===== src/rtl/game_screen_fsm.sv =====
`default_nettype none
// ============================================================================
//  Module      : game_screen_fsm
//  Description : Top-level screen sequencer. Steps through WELCOME / PLAY /
//                LEVEL_UP / GAME_OVER, owns the level and lives counters,
//                drives the screen code to the background drawer and gates
//                the gameplay objects.
//  Revision    : 1.0 - initial release
// ============================================================================
module game_screen_fsm #(
    parameter int LIVES        = 3,    // lives loaded on a new game (1..7)
    parameter int NUM_LEVELS   = 4,    // clearing level NUM_LEVELS-1 wins (1..8)
    parameter int PAUSE_FRAMES = 120,  // frames spent in LEVEL_UP
    parameter int OVER_FRAMES  = 180,  // frames before GAME_OVER auto-exits
    parameter int KEY_LOCK     = 30    // frames after GAME_OVER entry ignoring startKey
) (
    input  logic       clk,
    input  logic       resetN,
    input  logic       startOfFrame,
    input  logic       startKey,
    input  logic       playerHit,
    input  logic       levelCleared,
    output logic [1:0] bgState,
    output logic       gameEnable,
    output logic       newLevelPulse,
    output logic [2:0] level,
    output logic [2:0] lives,
    output logic       gameWon
);

    // ------------------------------------------------------------------------
    // Constants
    // ------------------------------------------------------------------------
    // The frame counter must be able to reach every limit it is compared to,
    // including the key lock window, so all three limits size it.
    localparam int c_CNT_MAX_PO = (PAUSE_FRAMES > OVER_FRAMES) ? PAUSE_FRAMES : OVER_FRAMES;
    localparam int c_CNT_MAX    = (c_CNT_MAX_PO > KEY_LOCK) ? c_CNT_MAX_PO : KEY_LOCK;
    localparam int c_CNT_W      = $clog2(c_CNT_MAX + 1);

    localparam logic [c_CNT_W-1:0] c_PAUSE     = c_CNT_W'(PAUSE_FRAMES);
    localparam logic [c_CNT_W-1:0] c_OVER      = c_CNT_W'(OVER_FRAMES);
    localparam logic [c_CNT_W-1:0] c_LOCK      = c_CNT_W'(KEY_LOCK);
    localparam logic [c_CNT_W-1:0] c_CNT_SAT   = {c_CNT_W{1'b1}};
    localparam logic [2:0]         c_LIVES     = 3'(LIVES);
    localparam logic [2:0]         c_LAST_LVL  = 3'(NUM_LEVELS - 1);

    // State encoding is exactly the screen code seen by the background drawer.
    typedef enum logic [1:0] {
        S_WELCOME   = 2'b00,
        S_PLAY      = 2'b01,
        S_LEVEL_UP  = 2'b10,
        S_GAME_OVER = 2'b11
    } state_t;

    // ------------------------------------------------------------------------
    // Registers and wires
    // ------------------------------------------------------------------------
    state_t               r_state;
    logic [c_CNT_W-1:0]   r_frame_cnt;
    logic                 r_key_d;
    logic                 r_key_armed;
    logic                 w_key_rise;
    logic                 w_frame_inc;
    logic                 w_over_exit;
    logic                 w_pause_exit;

    // The bgState output is the state register itself: no decode delay.
    assign bgState = r_state;

    // Rising edge of the start key. r_key_armed stays low for the first
    // cycle after reset so a key already held at release never fires.
    assign w_key_rise = startKey & ~r_key_d & r_key_armed;

    // Frame counter advances on each frame pulse until it saturates.
    assign w_frame_inc = startOfFrame & (r_frame_cnt != c_CNT_SAT);

    // Exit conditions look at the count before any same-cycle frame pulse.
    assign w_pause_exit = (r_frame_cnt >= c_PAUSE);
    assign w_over_exit  = (r_frame_cnt >= c_OVER) |
                          (w_key_rise & (r_frame_cnt >= c_LOCK));

    // Key edge detector history.
    always_ff @(posedge clk or negedge resetN) begin
        if (!resetN) begin
            r_key_d     <= 1'b0;
            r_key_armed <= 1'b0;
        end else begin
            r_key_d     <= startKey;
            r_key_armed <= 1'b1;
        end
    end

    // Screen sequencer with registered outputs; every state change also
    // clears the frame counter (the later assignment overrides the count).
    always_ff @(posedge clk or negedge resetN) begin
        if (!resetN) begin
            r_state       <= S_WELCOME;
            r_frame_cnt   <= '0;
            gameEnable    <= 1'b0;
            newLevelPulse <= 1'b0;
            level         <= 3'd0;
            lives         <= c_LIVES;
            gameWon       <= 1'b0;
        end else begin
            newLevelPulse <= 1'b0;
            if (w_frame_inc) begin
                r_frame_cnt <= r_frame_cnt + 1'b1;
            end

            case (r_state)
                S_WELCOME: begin
                    if (w_key_rise) begin
                        level         <= 3'd0;
                        lives         <= c_LIVES;
                        gameWon       <= 1'b0;
                        gameEnable    <= 1'b1;
                        newLevelPulse <= 1'b1;
                        r_frame_cnt   <= '0;
                        r_state       <= S_PLAY;
                    end
                end

                S_PLAY: begin
                    // A hit takes priority; a simultaneous clear is dropped.
                    if (playerHit) begin
                        if (lives != 3'd0) begin
                            lives <= lives - 3'd1;
                        end
                        if (lives <= 3'd1) begin
                            gameWon     <= 1'b0;
                            gameEnable  <= 1'b0;
                            r_frame_cnt <= '0;
                            r_state     <= S_GAME_OVER;
                        end
                    end else if (levelCleared) begin
                        gameEnable  <= 1'b0;
                        r_frame_cnt <= '0;
                        if (level >= c_LAST_LVL) begin
                            gameWon <= 1'b1;
                            r_state <= S_GAME_OVER;
                        end else begin
                            level   <= level + 3'd1;
                            r_state <= S_LEVEL_UP;
                        end
                    end
                end

                S_LEVEL_UP: begin
                    if (w_pause_exit) begin
                        gameEnable    <= 1'b1;
                        newLevelPulse <= 1'b1;
                        r_frame_cnt   <= '0;
                        r_state       <= S_PLAY;
                    end
                end

                S_GAME_OVER: begin
                    // level and lives are left untouched for the score display.
                    if (w_over_exit) begin
                        gameWon     <= 1'b0;
                        r_frame_cnt <= '0;
                        r_state     <= S_WELCOME;
                    end
                end

                default: begin
                    r_state <= S_WELCOME;
                end
            endcase
        end
    end

endmodule
`default_nettype wire


===== config.mk =====
export PLATFORM = sky130hd
export DESIGN_NAME = game_screen_fsm
export DESIGN_NICKNAME = d
export VERILOG_FILES = /design/src/rtl/game_screen_fsm.sv
export SDC_FILE = /design/constraint.sdc
export NUM_CORES = 1
export LEC_CHECK = 0
export ABC_AREA = 1
export BUFFER_PORTS_ARGS = -buffer_cell sky130_fd_sc_hd__buf_2
export CAP_MARGIN = 20
export CORE_UTILIZATION = 30
export CTS_CLUSTER_SIZE = 25
export DETAILED_ROUTE_END_ITERATION = 10
export GPL_TIMING_DRIVEN = 0
export PLACE_DENSITY = 0.59
export REMOVE_ABC_BUFFERS = 1
export SYNTH_ARGS = -nofsm -noshare
export SYNTH_HDL_FRONTEND = slang
export SYNTH_SLANG_ARGS = --single-unit

===== constraint.sdc =====
create_clock -name clk -period 1.8 [get_ports clk]
set_input_delay 0.27 -clock clk [delete_from_list [all_inputs] [get_ports clk]]
set_output_delay 0.27 -clock clk [all_outputs]
set_load 0.02 [all_outputs]

# Word-level counts from Yosys, hierarchy flattened
# Index checks and enable logic that the tools add are counted.
word_totals:
  output_inout_bits: 11
  input_bits: 6
  word_cells: 88
  ff_bits: 21
op_classes:
  n_addsub: 3
  bitwise_logic: 6
  n_eq_ne: 15
  n_reduce_logical: 10
  n_mux: 40
  magnitude_cmp: 5
ops:
  columns: ["op", "count"]
  rows:
  - ["two-way mux 8 bit", 7]
  - ["one-hot mux 8 bit (4 select lines)", 1]
  - ["two-way mux 3 bit", 7]
  - ["!= test 2 bit (second input constant)", 8]
  - ["AND reduction 5 bit", 3]
  - ["two-way mux 1 bit", 13]
  - ["two-way mux 2 bit", 6]
  - ["one-hot mux 3 bit (2 select lines)", 2]
  - ["!= test 3 bit (second input constant)", 3]
  - ["nonzero test 3 bit", 3]
  - ["adder 8 x 1 -> 8 bit (second input constant)", 1]
  - [">= comparator 8 x 5 -> 1 bit (second input constant)", 1]
  - [">= comparator 8 x 7 -> 1 bit (second input constant)", 1]
  - [">= comparator 8 bit (second input constant)", 1]
  - ["!= test 8 bit (second input constant)", 1]
  - ["one-hot mux 2 bit (4 select lines)", 1]
  - ["one-hot mux 1 bit (3 select lines)", 2]
  - ["AND reduction 6 bit", 1]
  - ["AND 1 bit", 4]
  - ["== test 2 bit (second input constant)", 2]
  - ["AND reduction 4 bit", 1]
  - ["adder 3 x 1 -> 3 bit (second input constant)", 1]
  - [">= comparator 3 x 2 -> 1 bit (second input constant)", 1]
  - ["less-or-equal comparator 3 x 1 -> 1 bit (second input constant)", 1]
  - ["7 further kinds", 7]

# Longest topological paths before layout
# Gate-level depths: netlist of the first run.
depth:
  depth_word: 7
  ltp_mapped: 10

# Worst setup path before layout of the first run
# OpenSTA, ideal clock, no wires.
synth_path:
  path_type: "register to register"
  startpoint: "register level[0]"
  endpoint: "register level[0]"
  period_less_slack_ns: 1.465
  n_path_buf: 0
  path_stages_with_launch: 10
  setup_time_ns: 0.076
  slack_ns: 0.335
  required_time_ns: 1.724
  arrival_ns: 1.389
  cell_sequence: "dfrtp_1 -> ha_1 -> ha_1 -> inv_1 -> nand3_1 -> nor2_2 -> nand2_2 -> nand2_4 -> nand3_1 -> o21ai_1"
synth_between:
  elab_chain_len: 5
  word_cells_on_any_way: 8
  classes_between: "add/sub (1); order compare (1); eq/ne (1); mux (4); reduce/logical (1)"
synth_lines:
  columns: ["item", "line_no", "rtl"]
  rows:
  - ["start, declared", "26", "output logic [2:0] level,"]
  - ["start signal, assigned", "142", "level <= level + 3'd1;"]
  - ["adder 3 x 1 -> 3 bit", "142", null]
  - ["two-way mux 3 bit", "138", "if (level >= c_LAST_LVL) begin"]
  - ["two-way mux 3 bit", "135", "end else if (levelCleared) begin"]
  - ["two-way mux 3 bit", "125", "if (playerHit) begin"]
  - ["one-hot mux 3 bit (2 select lines)", "110", "case (r_state)"]
# Several ways; a longest one is shown, not always the timed one. The select of a mux whose other input is x is not followed.
# A chain may end at the register's enable or synchronous reset.

# Worst setup path after layout of the first run
layout_path:
  startpoint: "register r_frame_cnt[0]"
  endpoint: "register r_frame_cnt[3]"
layout_between:
  elab_chain_len: 6
  word_cells_on_any_way: 16
  classes_between: "add/sub (1); order compare (3); eq/ne (1); mux (8); bitwise (3)"
layout_lines:
  columns: ["item", "line_no", "rtl"]
  rows:
  - ["start, declared", "59", "logic [c_CNT_W-1:0] r_frame_cnt;"]
  - ["start signal, assigned", "107", "r_frame_cnt <= r_frame_cnt + 1'b1;"]
  - ["branches (longest 5 deep; another with adder 8 x 1 -> 8 bit)", null, null]
  - ["one-hot mux 8 bit (4 select lines) (*)", "110", null]
# Mark *: on every way between the ends.

==> metrics.md, run 1 <==
| Metric | Value |
|---|---|
| Final wirelength | 2730 um |
| Worst-case clock skew | 0.00803 ns |
| First-pass GRT wire length | 4890 um |
| FF-to-FF End | r_frame_cnt[3] |
| Hold Crit Class | in -> reg |
| Async SR Flop Fraction | 100% |
| Post-synth EDFFs | 0 |
| DRC | 0 |
| Number of synthesis warnings | 0 |
| Hold Fails Final Rpt | 0 |
| Vias per cell | 4.37 |
| CP most frequent cell | inv_1 |
| Overall die height | 71.2 um |
| Width of the die | approximately 71 um |
| Setup Buffers After CTS | 0 |
| CP max FO | 7 |
| FILL cells | 480 |
| CTS sink cnt | 21 |
| Setup crit start kind | flop |
| Clk_lat worst skew | approximately 0.26 ns |
| Max IR drop VDD | 0.000554 V |
| Crit path required time | 1.96 ns |
| Cell family with most CP delay | flip-flops |
| Average wire per standard cell | 10.1 um |
| Lkg Pwr | 0.903 nW |
| Crit end category | flop |
| CP startpoint | r_frame_cnt[0] |
| Final min period | 1.57 ns |
| Share of cells above drive strength 1 | a little over a fifth |
| R2R Setup Slk | 0.23 ns |
| Syn Std Cell Area | between 0.001 and 0.0015 mm^2 |
| Post-route setup TNS | 0 ns |
| Cell area after placement | 0.00158 mm^2 |
| Cell variety after synth | 27 |
| Nets@finish | around 230 |
| Power per cell area | 1580 mW/mm^2 |
| Seq/Total Area, Yosys | 36.8% |
| Critical path type | reg -> reg |
| Core Region | 0.00447 mm^2 |
| Worst path max stage delay | 0.47 ns |
| DR pass1 iterations | 6 |
| Routability congestion estimate | 0.819 |
| Global-route usage over all layers | 12.1% |
| Post-Synth Adder-Cell Area | between 6 and 7% |
| Critical path endpoint | r_frame_cnt[3] |
| Mux contribution to synthesized area | 0% |
| Syn avg cell area | 7.28 um^2 |
| Synth-to-layout area growth | 13.9% |
| Io pins | 17 |
| Crit-path cells | ha_1 -> inv_1 -> nor2_2 -> a21boi_2 -> o21ai_1 -> nand2_1 -> inv_1 -> nand2_1 -> inv_1 |
| Initial DRC Count | 52 |
| Status | finished clean |
| GRT Residual Overflow | 0 |
| Crit share post-route | between 80% and 90% |
| Largest net degree at the start of global routing | 22 |
| Synth Area in Simple Gates | 37.1% |
| Synth Area in Compound Gates | ~7.7% |
| H-tree levels | 1 |
| Largest family of logic cells by synthesized area | simple AND/OR/NAND/NOR gates |
| Post-DP HPWL | 2090 um |
| Reg clk slew, reported paths | 0.08 ns |
| Deepest clock path buffer count | 2 |
| Mapped Cells | 197 |
| CP bufs+invs | 3 |
| Top FF cell, synth | dfrtp_1 |
| Vias | about 1200 |
| Critical Path Stages | 9 |
| Fmax | 635 MHz |
| DIE AREA | between 0.005 and 0.006 mm^2 |
| Buffers added on ports | 16 |
| Row Count | 24 |
| R2R cell count | 9 |
| Antenna violations before repair | 0 |
| Post-route ant nets | 0 |
| Antenna diodes | 0 |
| XOR/XNOR Fraction of Synth Area | under 10% |
| CTS Buf Count | 3 |
| Initial Util | 32.1% |
| Slowest CP cell | dfrtp_1 |
| Vias in the first global route | 1094 |
| Maxcap violations | 0 |
| R2R Path Start | r_frame_cnt[0] |
| Critical Path AT | 1.73 ns |
| Final instance area | 0.00164 mm^2 |
| Final Slew Violations | 0 |
| CTS tree | yes |
| CTS root buffer | clkbuf_8 |
| Number of synthesized register bits | 21 |
| Unrepaired setup endpoints after global routing | no |
| Final setup viols | 0 |
| Post-cts sizing count | 0 |
[kinds of logic (layout without fill, tap and decap cells)]
family	Yosys count	count (layout)
AOI/OAI and AO/OA	19	19
xor gates and xnor gates	2	2
adders and majority gates	7	7
buffers and inverters	39	60
DFF	21	21
other	1	1
and+or+nand+nor	108	108
[worst min-delay path by stage]
stage	startpoint	end	slack, ns	cells past startpoint
2_1_floorplan	resetN	bgState[0]	-0.03	0
3_3_place_gp	resetN	lives[2]	0.26	1
3_5_place_dp	resetN	lives[2]	0.27	1
4_1_cts	startKey	r_key_d	0.13	1
5_1_grt	startKey	r_key_d	0.13	1
6_report	startKey	r_key_d	0.13	1
[synthesized netlist by cell type, types with 2 or more instances]
| master | n | area (um^2) |
|---|---|---|
| nand2_1 | 51 | 191 |
| inv_1 | 37 | 139 |
| dfrtp_1 | 19 | 475 |
| nand3_1 | 19 | 95.1 |
| nor2_1 | 16 | 60.1 |
| ha_1 | 7 | 87.6 |
| nand2_2 | 7 | 43.8 |
| o21ai_0 | 7 | 35.0 |
| o21ai_1 | 5 | 25.0 |
| nand2_4 | 4 | 45.0 |
| nor2_2 | 4 | 25.0 |
| a21oi_1 | 3 | 15.0 |
| dfstp_2 | 2 | 52.6 |
| nor2_4 | 2 | 22.5 |
| o21ai_2 | 2 | 17.5 |
[what timing repair did]
item	4_1_cts	5_1_grt
hold endpoints to repair	19	0
endpoints found under the setup margin	0	0
hold buffers	1	0
[per-layer routing]
layer	GRT usage, %	share of wire [%]
met3	1.85	1.5
met5	0	0
met4	4.00	0.99
met1	17.7	56
met2	18.2	41
[state kept, by name, summed over array words and instances, names as in the netlist]
| name | flops |
|---|---|
| newLevelPulse | 1 |
| r_key_d | 1 |
| bgState | 2 |
| r_key_armed | 1 |
| lives | 3 |
| r_frame_cnt | 8 |
| gameEnable | 1 |
| level | 3 |
| gameWon | 1 |
[area by class of cell]
| class | instances | area (um^2) | share of cell area, % |
|---|---|---|---|
| multi-input cells | 137 | 758 | 46.4 |
| flip-flops and latches | 21 | 528 | 32.3 |
| inverters | 39 | 149 | 9.10 |
| repair buffers | 17 | 90.1 | 5.51 |
| well taps | 52 | 65.1 | 3.98 |
| clock buffers | 4 | 45.0 | 2.75 |
[stage by stage]
stage,power [mW],setup WS [ns],hold WS (ns),utilization (%),cells
floorplan,1.94,0.335,-0.0256,-,197
detailed placement,2.29,0.215,0.271,35.3,265
global route,2.86,0.0606,0.129,36.5,270
finish,2.58,0.226,0.133,36.5,270
global placement,2.27,0.240,0.260,35.3,265
CTS,2.62,0.204,0.132,36.5,270
[report_power, final]
part | total (mW) | switching, mW | internal [mW] | leakage [nW]
registers | 0.870 | 0.193 | 0.677 | 0.256
logic | 1.39 | 0.905 | 0.486 | 0.624
clock network | 0.322 | 0.164 | 0.158 | 0.0228
[placed cells by master (no fill, tap or decap), types with 2 or more instances in the layout]
cell,synthesis,layout
ha_1,7,7
clkbuf_8,0,3
o21ai_2,2,2
dfrtp_1,19,19
o21ai_0,7,7
nor2_2,4,4
buf_2,0,16
dfstp_2,2,2
nand2_2,7,7
nand2_1,51,51
inv_1,37,37
nand2_4,4,4
nand3_1,19,19
nor2_4,2,2
o21ai_1,5,5
a21oi_1,3,3
nor2_1,16,16
(Power assumes the default switching activity.)
==> run 2: changes to the inputs <==
--- a/config.mk
+++ b/config.mk
@@ -6,12 +6,12 @@
 export NUM_CORES = 1
 export LEC_CHECK = 0
 export ABC_AREA = 1
+export ABC_CLOCK_PERIOD_IN_PS = 1800
 export BUFFER_PORTS_ARGS = -buffer_cell sky130_fd_sc_hd__buf_2
 export CAP_MARGIN = 20
 export CORE_UTILIZATION = 30
 export CTS_CLUSTER_SIZE = 25
 export DETAILED_ROUTE_END_ITERATION = 10
-export GPL_TIMING_DRIVEN = 0
 export PLACE_DENSITY = 0.59
 export REMOVE_ABC_BUFFERS = 1
 export SYNTH_ARGS = -nofsm -noshare
==> constraint.sdc (replaced) <==
create_clock -name clk -period 1.8 [get_ports clk]
set_input_delay 0.18 -clock clk [delete_from_list [all_inputs] [get_ports clk]]
set_output_delay 0.18 -clock clk [all_outputs]
set_load 0.02 [all_outputs]
==> run 2 against run 1 <==
Sequential power grew 0.6%; die area is the same; wire length grew 1.8%; critical endpoint unchanged; largest power group unchanged.
==> metrics.md, run 2 (same netlist as run 1, synthesis figures left out) <==
| Metric | Value |
|---|---|
| Critical Path AT | 1.69 ns (-0.04 ns) |
| Clock power share | 12.3% (-0.2 points) |
| Vias in the first global route | 1041 (-4.8%) |
| Reg clk slew, reported paths | 0.08 ns (about the same) |
| Core Region | 0.00447 mm^2 (unchanged) |
| Average wire per standard cell | 10.3 um (+1.8%) |
| Antenna diodes | 0 (unchanged) |
| Largest Register | r_frame_cnt |
| Crit share post-route | 85.2% (-2.3 points) |
| R2R Setup Slk | 0.27 ns (+0.04 ns) |
| Setup crit start kind | flop |
| Crit path required time | 1.96 ns (about the same) |
| Width of the die | 71.2 um (unchanged) |
| Unrepaired setup endpoints after global routing | no |
| Largest net degree at the start of global routing | 22 (unchanged) |
| Sequential share of power | 33.8% (about the same) |
| Buffers added on ports | 16 (unchanged) |
| CTS tree | yes |
| Pwr Total | 2.59 mW (+0.17%) |
| Final wirelength | 2780 um (+1.8%) |
| Initial Util | 32.1% (unchanged) |
| Most frequent cells in the layout | nand2_1, inv_1, nand3_1, dfrtp_1 |
| FF/Latch Area | 528 um^2 (unchanged) |
| R2R cell count | 9 (unchanged) |
| Synth-to-layout area growth | 13.9% (unchanged) |
| Post-DP HPWL | 2120 um (+1.4%) |
| Critical path type | reg -> reg |
| Hold Crit Class | in -> reg |
| R2R Path Start | r_frame_cnt[0] |
| Status | finished clean |
| Max IR drop VDD | 0.000467 V (-16%) |
| FILL cells | 460 (-4.2%) |
| First-pass GRT wire length | 4880 um (-0.29%) |
| Area of the multi-input gates | 758 um^2 (unchanged) |
| Hold depth | 1 (unchanged) |
| Crit end category | flop |
| Worst-case clock skew | 0.00592 ns (-0.00211 ns) |
| Routability congestion estimate | 0.789 (-3.6%) |
| FF-to-FF End | r_frame_cnt[3] |
| Power per cell area | 1580 mW/mm^2 (+0.17%) |
| CTS Buf Count | 3 (unchanged) |
| Initial DRC Count | 51 (-1.9%) |
| Maxcap violations | 0 (unchanged) |
| GRT Residual Overflow | 0 (unchanged) |
| Largest regs | r_frame_cnt x8, level x3, lives x3 |
| Clk_lat worst skew | 0.26 ns (about the same) |
| CTS sink cnt | 21 (unchanged) |
| Post-route ant nets | 0 (unchanged) |
| Vias | 1185 (+0.34%) |
| DR pass1 iterations | 6 (unchanged) |
| Hold Fails Final Rpt | 0 (unchanged) |
| Dpl cells | 265 (unchanged) |
| Max reg flops | 8 (unchanged) |
| CP max FO | 7 (unchanged) |
| Fmax | 652 MHz (+2.6%) |
| Sw frac | 48.9% (+0.087 points) |
| Io pins | 17 (unchanged) |
| CTS root buffer | clkbuf_8 |
| Final min period | 1.53 ns (-0.0406 ns) |
| Antenna violations before repair | 0 (unchanged) |
| Final Slew Violations | 0 (unchanged) |
| Fin util | 36.5% (unchanged) |
| Overall die height | 71.2 um (unchanged) |
| Lkg Pwr | 0.903 nW (unchanged) |
| Finished Layout Cells | 270 (unchanged) |
| DRC | 0 (unchanged) |
| Worst hold endpoint | r_key_d |
| Share of cells above drive strength 1 | 21.6% (unchanged) |
| Vias per cell | 4.39 (+0.34%) |
| Post-route setup TNS | 0 ns (unchanged) |
| Row Count | 24 (unchanged) |
| Sw power | 1.27 mW (+0.35%) |
| Global-route usage over all layers | 12.2% (+0.13 points) |
| Hold_sp | startKey |
| Gate power share | 53.9% (about the same) |
| P_int | 1.32 mW (unchanged) |
| Commonest non-fill, non-tap cell in the layout | nand2_1 |
| Deepest clock path buffer count | 2 (unchanged) |
| H-tree levels | 1 (unchanged) |
| DIE AREA | 0.00506 mm^2 (unchanged) |
| Final setup viols | 0 (unchanged) |
| Nets@finish | 232 (unchanged) |
run 2: area by class of cell:
type	instances	share of cell area [%]
clock buffer	4	2.75
inverter	39	9.10
multi-input combinational	137	46.4
sequential	21	32.3
tap	52	3.98
timing repair buffer	17	5.51
run 2: worst max path at each step:
stage | startpoint | endpoint
after floorplan | level[0] | level[0]
after global placement | r_frame_cnt[0] | r_frame_cnt[4]
after detailed placement | r_frame_cnt[0] | r_frame_cnt[4]
after CTS | r_frame_cnt[0] | r_frame_cnt[3]
after global routing | r_frame_cnt[0] | r_frame_cnt[2]
final | r_frame_cnt[0] | r_frame_cnt[3]
run 2: power by group through the flow:
stage,Clock [mW],Sequential (mW),Combinational [mW]
2_1_floorplan,0,0.988,0.956
3_3_place_gp,0,0.884,1.39
6_report,0.318,0.875,1.39
5_1_grt,0.344,0.911,1.61
4_1_cts,0.334,0.876,1.41
3_5_place_dp,0,0.881,1.41
run 2: repair_timing:
item | in CTS | in global routing
hold buffers | 1 | 0
gates resized for setup | 0 | 0
buffers inserted | 0 | 0
endpoints found under the hold margin | 19 | 0
run 2: worst max-delay path: stages, from the launching register on:
cell,delay [ns]
dfrtp_1,0.46
ha_1,0.27
inv_1,0.08
nor2_2,0.05
a21boi_2,0.27
o21ai_1,0.11
nand2_1,0.07
inv_1,0.03
nand2_1,0.05
inv_1,0.04
run 2: stage by stage:
stage / worst slack [ns] / hold WS [ns] / cell area, um^2
global route: 0.0747 / 0.0263 / 1640
detailed placement: 0.286 / 0.180 / 1580
finish: 0.266 / 0.0373 / 1640
floorplan: 0.335 / -0.116 / 1440
CTS: 0.273 / 0.0309 / 1640
global placement: 0.321 / 0.179 / 1580
run 2: per-layer routing:
layer / track usage, % / wire [um] / part of all wire [%] / up-vias
li1: - / - / - / 647
met1: 17.8 / 1480 / 53 / 522
met2: 18.5 / 1210 / 44 / 14
met3: 1.99 / 60 / 2.2 / 2
met4: 4.00 / 34 / 1.2 / 0
met5: 0 / 0 / 0 / -
